$ cat src/rtl/pc_seq_if.sv
// ---------------------------------------------------------------------------
// pc_seq_if : decode/branch-unit <-> PC sequencer bundle.
//   master : upstream side, drives the redirect decode and stall, observes PC.
//   slave  : the sequencer, consumes the decode and drives PC and status.
// Signals:
//   stall, condition_met, jump, jump_reg   control from decode/branch unit
//   instr_index[25:0], imm[15:0]           instruction target fields
//   reg_target[31:0]                       rs value for JR/JALR
//   pc, link_addr                          current and return addresses
//   in_delay_slot, active, addr_err        sequencer status
// ---------------------------------------------------------------------------
interface pc_seq_if;
    logic        stall;
    logic        condition_met;
    logic        jump;
    logic        jump_reg;
    logic [25:0] instr_index;
    logic [15:0] imm;
    logic [31:0] reg_target;
    logic [31:0] pc;
    logic [31:0] link_addr;
    logic        in_delay_slot;
    logic        active;
    logic        addr_err;

    modport master (
        output stall, condition_met, jump, jump_reg, instr_index, imm, reg_target,
        input  pc, link_addr, in_delay_slot, active, addr_err
    );

    modport slave (
        input  stall, condition_met, jump, jump_reg, instr_index, imm, reg_target,
        output pc, link_addr, in_delay_slot, active, addr_err
    );
endinterface

$ cat src/rtl/pc_sequencer.sv
// ---------------------------------------------------------------------------
// pc_sequencer : program-counter stage with one MIPS branch-delay slot.
// A redirect (JR/JALR > J/JAL > taken branch) latches its target; the next
// instruction (pc+4) executes as the delay slot, then the PC loads the target.
// Landing on HALT_ADDR through a redirect halts the CPU until reset.
// Ports:
//   clk, reset : clock, synchronous active-high reset
//   bus        : pc_seq_if.slave (decode inputs in, pc/link/status out)
// ---------------------------------------------------------------------------
module pc_sequencer #(
    parameter logic [31:0] RESET_VECTOR = 32'hBFC00000,
    parameter logic [31:0] HALT_ADDR    = 32'h00000000
) (
    input logic     clk,
    input logic     reset,
    pc_seq_if.slave bus
);
    typedef enum logic [1:0] {S_RUN, S_DELAY, S_HALTED} state_e;

    state_e      state_q, state_d;
    logic [31:0] pc_q, pc_d;
    logic [31:0] target_q, target_d;
    logic        addr_err_q, addr_err_d;

    logic [31:0] pc_plus4;
    logic [31:0] br_off;
    logic [31:0] target;
    logic        redirect;

    assign pc_plus4 = pc_q + 32'd4;
    assign br_off   = {{14{bus.imm[15]}}, bus.imm, 2'b00};
    assign redirect = bus.jump_reg | bus.jump | bus.condition_met;

    always_comb begin
        if (bus.jump_reg)  target = bus.reg_target;
        else if (bus.jump) target = {pc_plus4[31:28], bus.instr_index, 2'b00};
        else               target = pc_plus4 + br_off;
    end

    always_comb begin
        state_d    = state_q;
        pc_d       = pc_q;
        target_d   = target_q;
        addr_err_d = 1'b0;   // pulse: cleared on any cycle that does not latch a bad JR
        if (!bus.stall) begin
            case (state_q)
                S_RUN: begin
                    pc_d = pc_plus4;
                    if (redirect) begin
                        target_d   = target;
                        state_d    = S_DELAY;
                        addr_err_d = bus.jump_reg && (bus.reg_target[1:0] != 2'b00);
                    end
                end
                S_DELAY: begin
                    // Redirect inputs here are ignored: branch-in-delay-slot unsupported.
                    pc_d    = target_q;
                    state_d = (target_q == HALT_ADDR) ? S_HALTED : S_RUN;
                end
                default: ;   // halted: everything frozen until reset
            endcase
        end
    end

    always_ff @(posedge clk) begin
        if (reset) begin
            state_q    <= S_RUN;
            pc_q       <= RESET_VECTOR;
            target_q   <= '0;
            addr_err_q <= 1'b0;
        end else begin
            state_q    <= state_d;
            pc_q       <= pc_d;
            target_q   <= target_d;
            addr_err_q <= addr_err_d;
        end
    end

    assign bus.pc            = pc_q;
    assign bus.link_addr     = pc_q + 32'd8;
    assign bus.in_delay_slot = (state_q == S_DELAY);
    assign bus.active        = (state_q != S_HALTED);
    assign bus.addr_err      = addr_err_q;
endmodule

$ cat src/flat_wrapper.sv
// flat-port wrapper written by rule: the top's interface ports become plain ports
module pc_sequencer_flat 
#(
    parameter logic [31:0] RESET_VECTOR = 32'hBFC00000,
    parameter logic [31:0] HALT_ADDR    = 32'h00000000
)
  (clk, reset, bus_stall, bus_condition_met, bus_jump, bus_jump_reg, bus_instr_index, bus_imm, bus_reg_target, bus_pc, bus_link_addr, bus_in_delay_slot, bus_active, bus_addr_err);
  pc_seq_if bus_i ();
  input logic clk;
  input logic reset;
  input wire logic [$bits(bus_i.stall)-1:0] bus_stall;
  input wire logic [$bits(bus_i.condition_met)-1:0] bus_condition_met;
  input wire logic [$bits(bus_i.jump)-1:0] bus_jump;
  input wire logic [$bits(bus_i.jump_reg)-1:0] bus_jump_reg;
  input wire logic [$bits(bus_i.instr_index)-1:0] bus_instr_index;
  input wire logic [$bits(bus_i.imm)-1:0] bus_imm;
  input wire logic [$bits(bus_i.reg_target)-1:0] bus_reg_target;
  output wire logic [$bits(bus_i.pc)-1:0] bus_pc;
  output wire logic [$bits(bus_i.link_addr)-1:0] bus_link_addr;
  output wire logic [$bits(bus_i.in_delay_slot)-1:0] bus_in_delay_slot;
  output wire logic [$bits(bus_i.active)-1:0] bus_active;
  output wire logic [$bits(bus_i.addr_err)-1:0] bus_addr_err;
  assign bus_i.stall = bus_stall;
  assign bus_i.condition_met = bus_condition_met;
  assign bus_i.jump = bus_jump;
  assign bus_i.jump_reg = bus_jump_reg;
  assign bus_i.instr_index = bus_instr_index;
  assign bus_i.imm = bus_imm;
  assign bus_i.reg_target = bus_reg_target;
  assign bus_pc = bus_i.pc;
  assign bus_link_addr = bus_i.link_addr;
  assign bus_in_delay_slot = bus_i.in_delay_slot;
  assign bus_active = bus_i.active;
  assign bus_addr_err = bus_i.addr_err;
  pc_sequencer #(.RESET_VECTOR(RESET_VECTOR), .HALT_ADDR(HALT_ADDR)) u_core (.clk(clk), .reset(reset), .bus(bus_i));
endmodule
$ cat config.mk
export PLATFORM = sky130hd
export DESIGN_NAME = pc_sequencer_flat
export DESIGN_NICKNAME = d
export VERILOG_FILES = /design/src/rtl/pc_seq_if.sv /design/src/rtl/pc_sequencer.sv /design/src/flat_wrapper.sv
export SDC_FILE = /design/constraint.sdc
export NUM_CORES = 1
export LEC_CHECK = 0
export ABC_AREA = 0
export CAP_MARGIN = 5
export CORE_MARGIN = 2
export CORE_UTILIZATION = 56
export CTS_CLUSTER_SIZE = 12
export DETAILED_ROUTE_END_ITERATION = 10
export HOLD_SLACK_MARGIN = 0.08
export PLACE_DENSITY = 0.88
export RECOVER_POWER = 50
export SYNTH_ARGS = -nofsm -noshare
export SYNTH_HDL_FRONTEND = slang
export SYNTH_SLANG_ARGS = --single-unit
export TNS_END_PERCENT = 5
$ cat constraint.sdc
create_clock -name clk -period 5.7 [get_ports clk]
set_input_delay 1.14 -clock clk [delete_from_list [all_inputs] [get_ports clk]]
set_output_delay 1.14 -clock clk [all_outputs]
set_load 0.01 [all_outputs]
==> metrics.txt, run 1 <==
Max Clk Rate 0.222 GHz; Starting DRT DRC Count between 700 and 800; hpwl dp between 15000 and 20000 um; Synth Instances 833; CORE AREA 10900 um2; final std cells w/o fill 1081; Clock Skew 0.0126 ns; CP Launch Point u_core.bus.pc[4]$_SDFFE_PP0P_; first-pass GRT wire length 32100 um; Die Height 110 um; most frequent cells in the layout nand2_1, clkdlybuf4s50_1, nor2_1, a21oi_1, dfxtp_1; die area 12000 um2; Post-CTS Setup Inserts 0; Yosys reg bits 67; worst-path cell chain ha_1, nand3_1, or3_4, nor2_2, and3_1, nand3_2, nor3_2, xor2_1, clkdlybuf4s50_1; fillers roughly 860; vias per inst 6.43; grt ovf 0; Period minus WS final approximately 4.5 ns; Seq/Total Area, Yosys between 20% and 30%; Total Power 1.56 mW; clock sinks 67; Max clock buf depth 2; Placer Congestion 0.971; Avg Inst Size Synth 7.52 um2; final wirelength 20500 um; Worst Path Required 4.56 ns; Sequential cell area 1340 um2; M2 GR Usage a little over 50%; PwrDens between 150 and 200 nW/um2; CTS buffer count 9; VDD IR max between 0.1 and 0.15 mV; # setup viols final 0; DR WL/cell 19.0 um; Fin. Hold Viols 0; CP max stage delay 0.55 ns; vias slightly below 7000; Max-Cap Viols 1; distinct cell type count after synthesis 86; Post-Place Cells 1065; GR peak layer met2; DRC viols 0; # resized after CTS 0; post-layout util 72.4%; initial antenna violation count 0; multi-input logic area 4570 um2; GRT Overall Usage 34.3%; Critical Path Source Type flop; Post-DRT Antenna Nets 0; CTS tree built; Critical Path End Type primary output; met1 Use GR 49.3%; end of the worst register-to-register path u_core.target_q[27]$_SDFFE_PP0P_; highest-delay cell along the critical path clkdlybuf4s50_1; Ys Warns 0; Pleak 3.20 nW; max_slew headroom -13.6%; Root Buffer Master clkbuf_8; setup ws final 1.19 ns; fraction of registers with async set/reset 0%; Worst setup endpoint bus_link_addr[29]; worst hold path type flop to flop; Max H-tree Level 3; num rows 38; Slew Viols, Final 41; num ports around 150; met3 Resource Use GR 5.63%; largest net degree at the start of global routing 41; worst-path maximum fanout 8; Setup Total Neg Slack 0 ns; IO buf count approximately 150; Data arrival, critical path 3.37 ns; pre-CTS WS 1.38 ns; worst r2r src u_core.bus.pc[2]$_SDFFE_PP0P_; violated checks capacitance limit, slew limit; die span in x 110 um; Worst-Skew Late Latency 0.35 ns; crit path kind flop to primary output; Worst-Margin Slew 1.70 ns; commonest register cell after synthesis dfxtp_1; RSZ-0062 raised after global routing false; Register-to-Register Setup Slack 1.40 ns; Pre-Repair DR Iteration Count 5; Synth Cell Area 6260 um2; # hold bufs at CTS 0; fin nets around 1100; P&R area growth vs syn 26.0%; Syn Nets 951; n_diodes 0; period utilization about four fifths; outcome finished, violations left; reg2reg path depth 14; share of cells above drive strength 1 6.27%; Initial Util 57.5%; clk slew on worst S/H paths 0.08 ns; vias in the first global route slightly above 6000; number of synthesized flops with an enable pin 0
[worst min path at each step]
stage,from,endpoint,slack (ns),depth (start not counted)
2_1_floorplan,u_core.target_q[6]$_SDFFE_PP0P_,u_core.target_q[6]$_SDFFE_PP0P_,0.44,2
3_3_place_gp,u_core.target_q[16]$_SDFFE_PP0P_,u_core.target_q[16]$_SDFFE_PP0P_,0.46,2
3_5_place_dp,u_core.target_q[16]$_SDFFE_PP0P_,u_core.target_q[16]$_SDFFE_PP0P_,0.47,2
4_1_cts,u_core.target_q[16]$_SDFFE_PP0P_,u_core.target_q[16]$_SDFFE_PP0P_,0.48,2
5_1_grt,u_core.target_q[1]$_SDFFE_PP0P_,u_core.bus.pc[1]$_SDFFE_PP0P_,0.49,2
6_report,u_core.target_q[16]$_SDFFE_PP0P_,u_core.target_q[16]$_SDFFE_PP0P_,0.48,2
[through the flow]
stage | hold slack, ns | cell area, um2
floorplan | 0.445 | 6260
global placement | 0.461 | 7650
detailed placement | 0.467 | 7650
CTS | 0.479 | 7890
global route | 0.495 | 7890
finish | 0.482 | 7890
[layer usage]
layer / part of all wire (%) / up-vias
li1: - / 3244
met1: 42 / 3195
met2: 44 / 471
met3: 12 / 44
met4: 2.3 / 0
met5: 0 / -
[worst max-delay path: cells and delay by family, from the launching register on]
kind / cells / cell delay (ns)
AND/OR/NAND/NOR: 6 / 1.56
buffers and inverters: 1 / 0.55
flip-flops: 1 / 0.46
adder cells (fa/ha/maj): 1 / 0.28
XOR/XNOR: 1 / 0.16
[sequential cells by signal, summed over array words and instances (netlist names)]
| name | count |
|---|---|
| u_core.state_q | 2 |
| u_core.target_q | 32 |
| u_core.bus.pc | 32 |
| u_core.bus.addr_err | 1 |
[power by group]
group / total (mW) / leakage (nW) / switching [mW] / internal (mW)
clock: 0.495 / 0.117 / 0.192 / 0.303
combinational: 0.506 / 2.54 / 0.271 / 0.235
sequential: 0.556 / 0.550 / 0.0547 / 0.501
total: 1.56 / 3.20 / 0.517 / 1.04
[cells in the mapped netlist (11+ instances only)]
library cell	count	area, um2
nand2_1	107	402
nor2_1	79	297
a21oi_1	76	380
dfxtp_1	67	1340
ha_1	37	463
xnor2_1	36	315
xor2_1	36	315
clkbuf_1	32	120
o211ai_1	30	225
nand3_1	25	125
o21ai_0	25	125
a21o_1	21	158
buf_2	19	95.1
and3_1	15	93.8
nor3_1	15	75.1
nand4_1	13	81.3
a211oi_1	12	90.1
mux2i_1	12	120
inv_1	11	41.3
[final cells by class]
class / instances / share of cell area, %
multi-input combinational: 690 / 57.9
timing repair buffer: 154 / 19.1
sequential: 67 / 17.0
tap: 140 / 2.22
clock buffer: 12 / 1.84
clock inverter: 4 / 1.24
inverter: 14 / 0.666
[cells by family after synthesis]
logic type      after synthesis  synth area share, %
xor+xnor                     76                 11.1
compound gates              245                 26.8
fa+ha+maj                    38                 7.71
flops                        67                 21.4
simple gates                318                 25.1
mux                          13                 2.10
buf+inv                      76                 5.74
(Power assumes the default switching activity.)
==> inputs of run 2 (changes only) <==
--- a/config.mk
+++ b/config.mk
@@ -8,11 +8,11 @@
 export ABC_AREA = 0
 export CAP_MARGIN = 5
 export CORE_MARGIN = 2
-export CORE_UTILIZATION = 56
+export CORE_UTILIZATION = 47
 export CTS_CLUSTER_SIZE = 12
 export DETAILED_ROUTE_END_ITERATION = 10
 export HOLD_SLACK_MARGIN = 0.08
-export PLACE_DENSITY = 0.88
+export PLACE_DENSITY = 0.79
 export RECOVER_POWER = 50
 export SYNTH_ARGS = -nofsm -noshare
 export SYNTH_HDL_FRONTEND = slang
==> constraint.sdc (replaced) <==
create_clock -name clk -period 3.8 [get_ports clk]
set_input_delay 0.76 -clock clk [delete_from_list [all_inputs] [get_ports clk]]
set_output_delay 0.76 -clock clk [all_outputs]
set_load 0.01 [all_outputs]
==> run 2 against run 1 <==
  * The run now ends clean
  * Sequential cell count unchanged
  * Die area increased by 18%
  * Cell area increased by 7.2%
  * Wire length increased by 6.0%
  * First-iteration DRC count decreased by 2.6%
  * Critical path depth increased by 1
  * Clock power increased by 47%
  * Combinational power increased by 65%
  * Sequential share of layout area decreased by 1.1 points
  * Global-route usage decreased by 3.9 points
  * Utilization decreased by 8.1 points
  * Highest routed layer unchanged
==> metrics.txt, run 2 (synthesis gave the netlist of run 1 again) <==
Fin. Hold Viols 0; reg2reg path depth 16; hpwl dp 16900 um; Starting DRT DRC Count approximately 700; pre-CTS WS 0.0836 ns; DR WL/cell 18.6 um; RSZ-0062 raised after global routing true; DRT met1 WL between 9000 and 10000 um; VDD IR max 0.213 mV; Data arrival, critical path 3.02 ns; DRC viols 0; crit path kind flop to primary output; period utilization 99.4%; final instance area 8450 um2; Root Buffer Master clkbuf_16; P&R area growth vs syn 35.0%; first-pass GRT wire length 34400 um; Worst-Margin Slew 1.40 ns; # hold bufs at CTS 0; share of cells above drive strength 1 12.4%; PwrDens between 200 and 300 nW/um2; Placer Congestion 0.962; Clock Skew 0.00612 ns; worst hold path type flop to flop; hold_ws 0.476 ns; Hold Crit Depth 2; vias per inst 5.98; post-layout util between 60% and 70%; IO buf count 146; DR top layer met4; largest net degree at the start of global routing 42; Max H-tree Level 3; Max Clk Rate between 0.2 and 0.3 GHz; clk slew on worst S/H paths 0.05 ns; Die Height 119 um; Worst Path Required 3.04 ns; Total Power 2.38 mW; Post-Place Cells approximately 1200; Period minus WS final 3.78 ns; GRT Overall Usage 30.4%; Max-Cap Viols 0; num rows 42; clock sinks 67; vias in the first global route 6462; CTS buffer count 9; Post-DP Area 8120 um2; vias 7005; Max clock buf depth 2; n_diodes 0; Post-CTS Setup Inserts 0; Critical Path End Type primary output; Pleak between 3 and 4 nW; Setup Total Neg Slack 0 ns; outcome complete, no violations; worst-path maximum fanout 5; CORE AREA between 10000 and 15000 um2; initial antenna violation count 0; met2 wire len between 9000 and 10000 um; setup ws final 0.0211 ns; final wirelength about 22000 um; fin nets approximately 1100; die area 14300 um2; Pre-Repair DR Iteration Count 5; Worst-Skew Late Latency 0.34 ns; Initial Util between 40% and 50%; die span in x 119 um; CTS tree built; final std cells w/o fill 1172; metal3 WL 2140 um; grt ovf 0; max_slew headroom 6.67%; num ports 147; Critical Path Source Type flop; most common cell after layout, fill and taps aside clkdlybuf4s50_1; # setup viols final 0; Post-DRT Antenna Nets 0; most frequent cells in the layout clkdlybuf4s50_1, nand2_1, nor2_1, a21oi_1, dfxtp_1; Slew Viols, Final 0
## run 2: changes by cell type in the layout (fill, tap and decap cells not counted), moves of 3 or more
cell,previous run,this run
clkbuf_16,0,9
xor2_2,0,3
xor2_1,36,33
buf_4,6,60
bufinv_16,3,0
clkinv_2,0,4
clkdlybuf4s50_1,107,112
dlygate4sd3_1,38,32
clkbuf_8,10,0
## run 2: final timing paths
kind,startpoint,end,slack [ns]
max reg2reg,u_core.bus.pc[3]$_SDFFE_PP0P_,u_core.target_q[31]$_SDFFE_PP0P_,0.12
min,u_core.target_q[2]$_SDFFE_PP0P_,u_core.target_q[2]$_SDFFE_PP0P_,0.48
min reg2reg,u_core.target_q[2]$_SDFFE_PP0P_,u_core.target_q[2]$_SDFFE_PP0P_,0.48
max,u_core.bus.pc[3]$_SDFFE_PP0P_,bus_link_addr[29],0.02
## run 2: what timing repair did
action                                  4_1_cts  5_1_grt
gates resized for setup                       1       16
endpoints found under the setup margin        1       20
pin swaps                                     1        2
## run 2: final cells by class
type                            instances  area [um2]
Fill cell                            1115        4690
Multi-Input combinational cell        690        4660
Timing Repair Buffer                  211        1930
Sequential cell                        67        1340
Clock buffer                           10         229
Tap cell                              176         220
Inverter                               14        52.6
Clock inverter                          4        20.0
## run 2: per-layer routing
layer | global-route usage (%) | up-vias
li1 | - | 3338
met1 | 43.2 | 3254
met2 | 46.7 | 372
met3 | 6.75 | 41
met4 | 7.79 | 0
met5 | 0 | -
## run 2: critical path, cell delays in order, from the launching register on
cell and delay [ns]:
dfxtp_1 0.38, ha_1 0.21, nand3_1 0.11, or3_4 0.41, nor2_2 0.15, and3_4 0.22, buf_4 0.13, nand3_2 0.14
nor3_2 0.18, xor2_1 0.19, clkdlybuf4s50_1 0.56
## run 2: power breakdown
group	switching, mW	internal [mW]	total, mW
Combinational	0.444	0.391	0.835
Sequential	0.0618	0.754	0.816
Clock	0.298	0.429	0.727
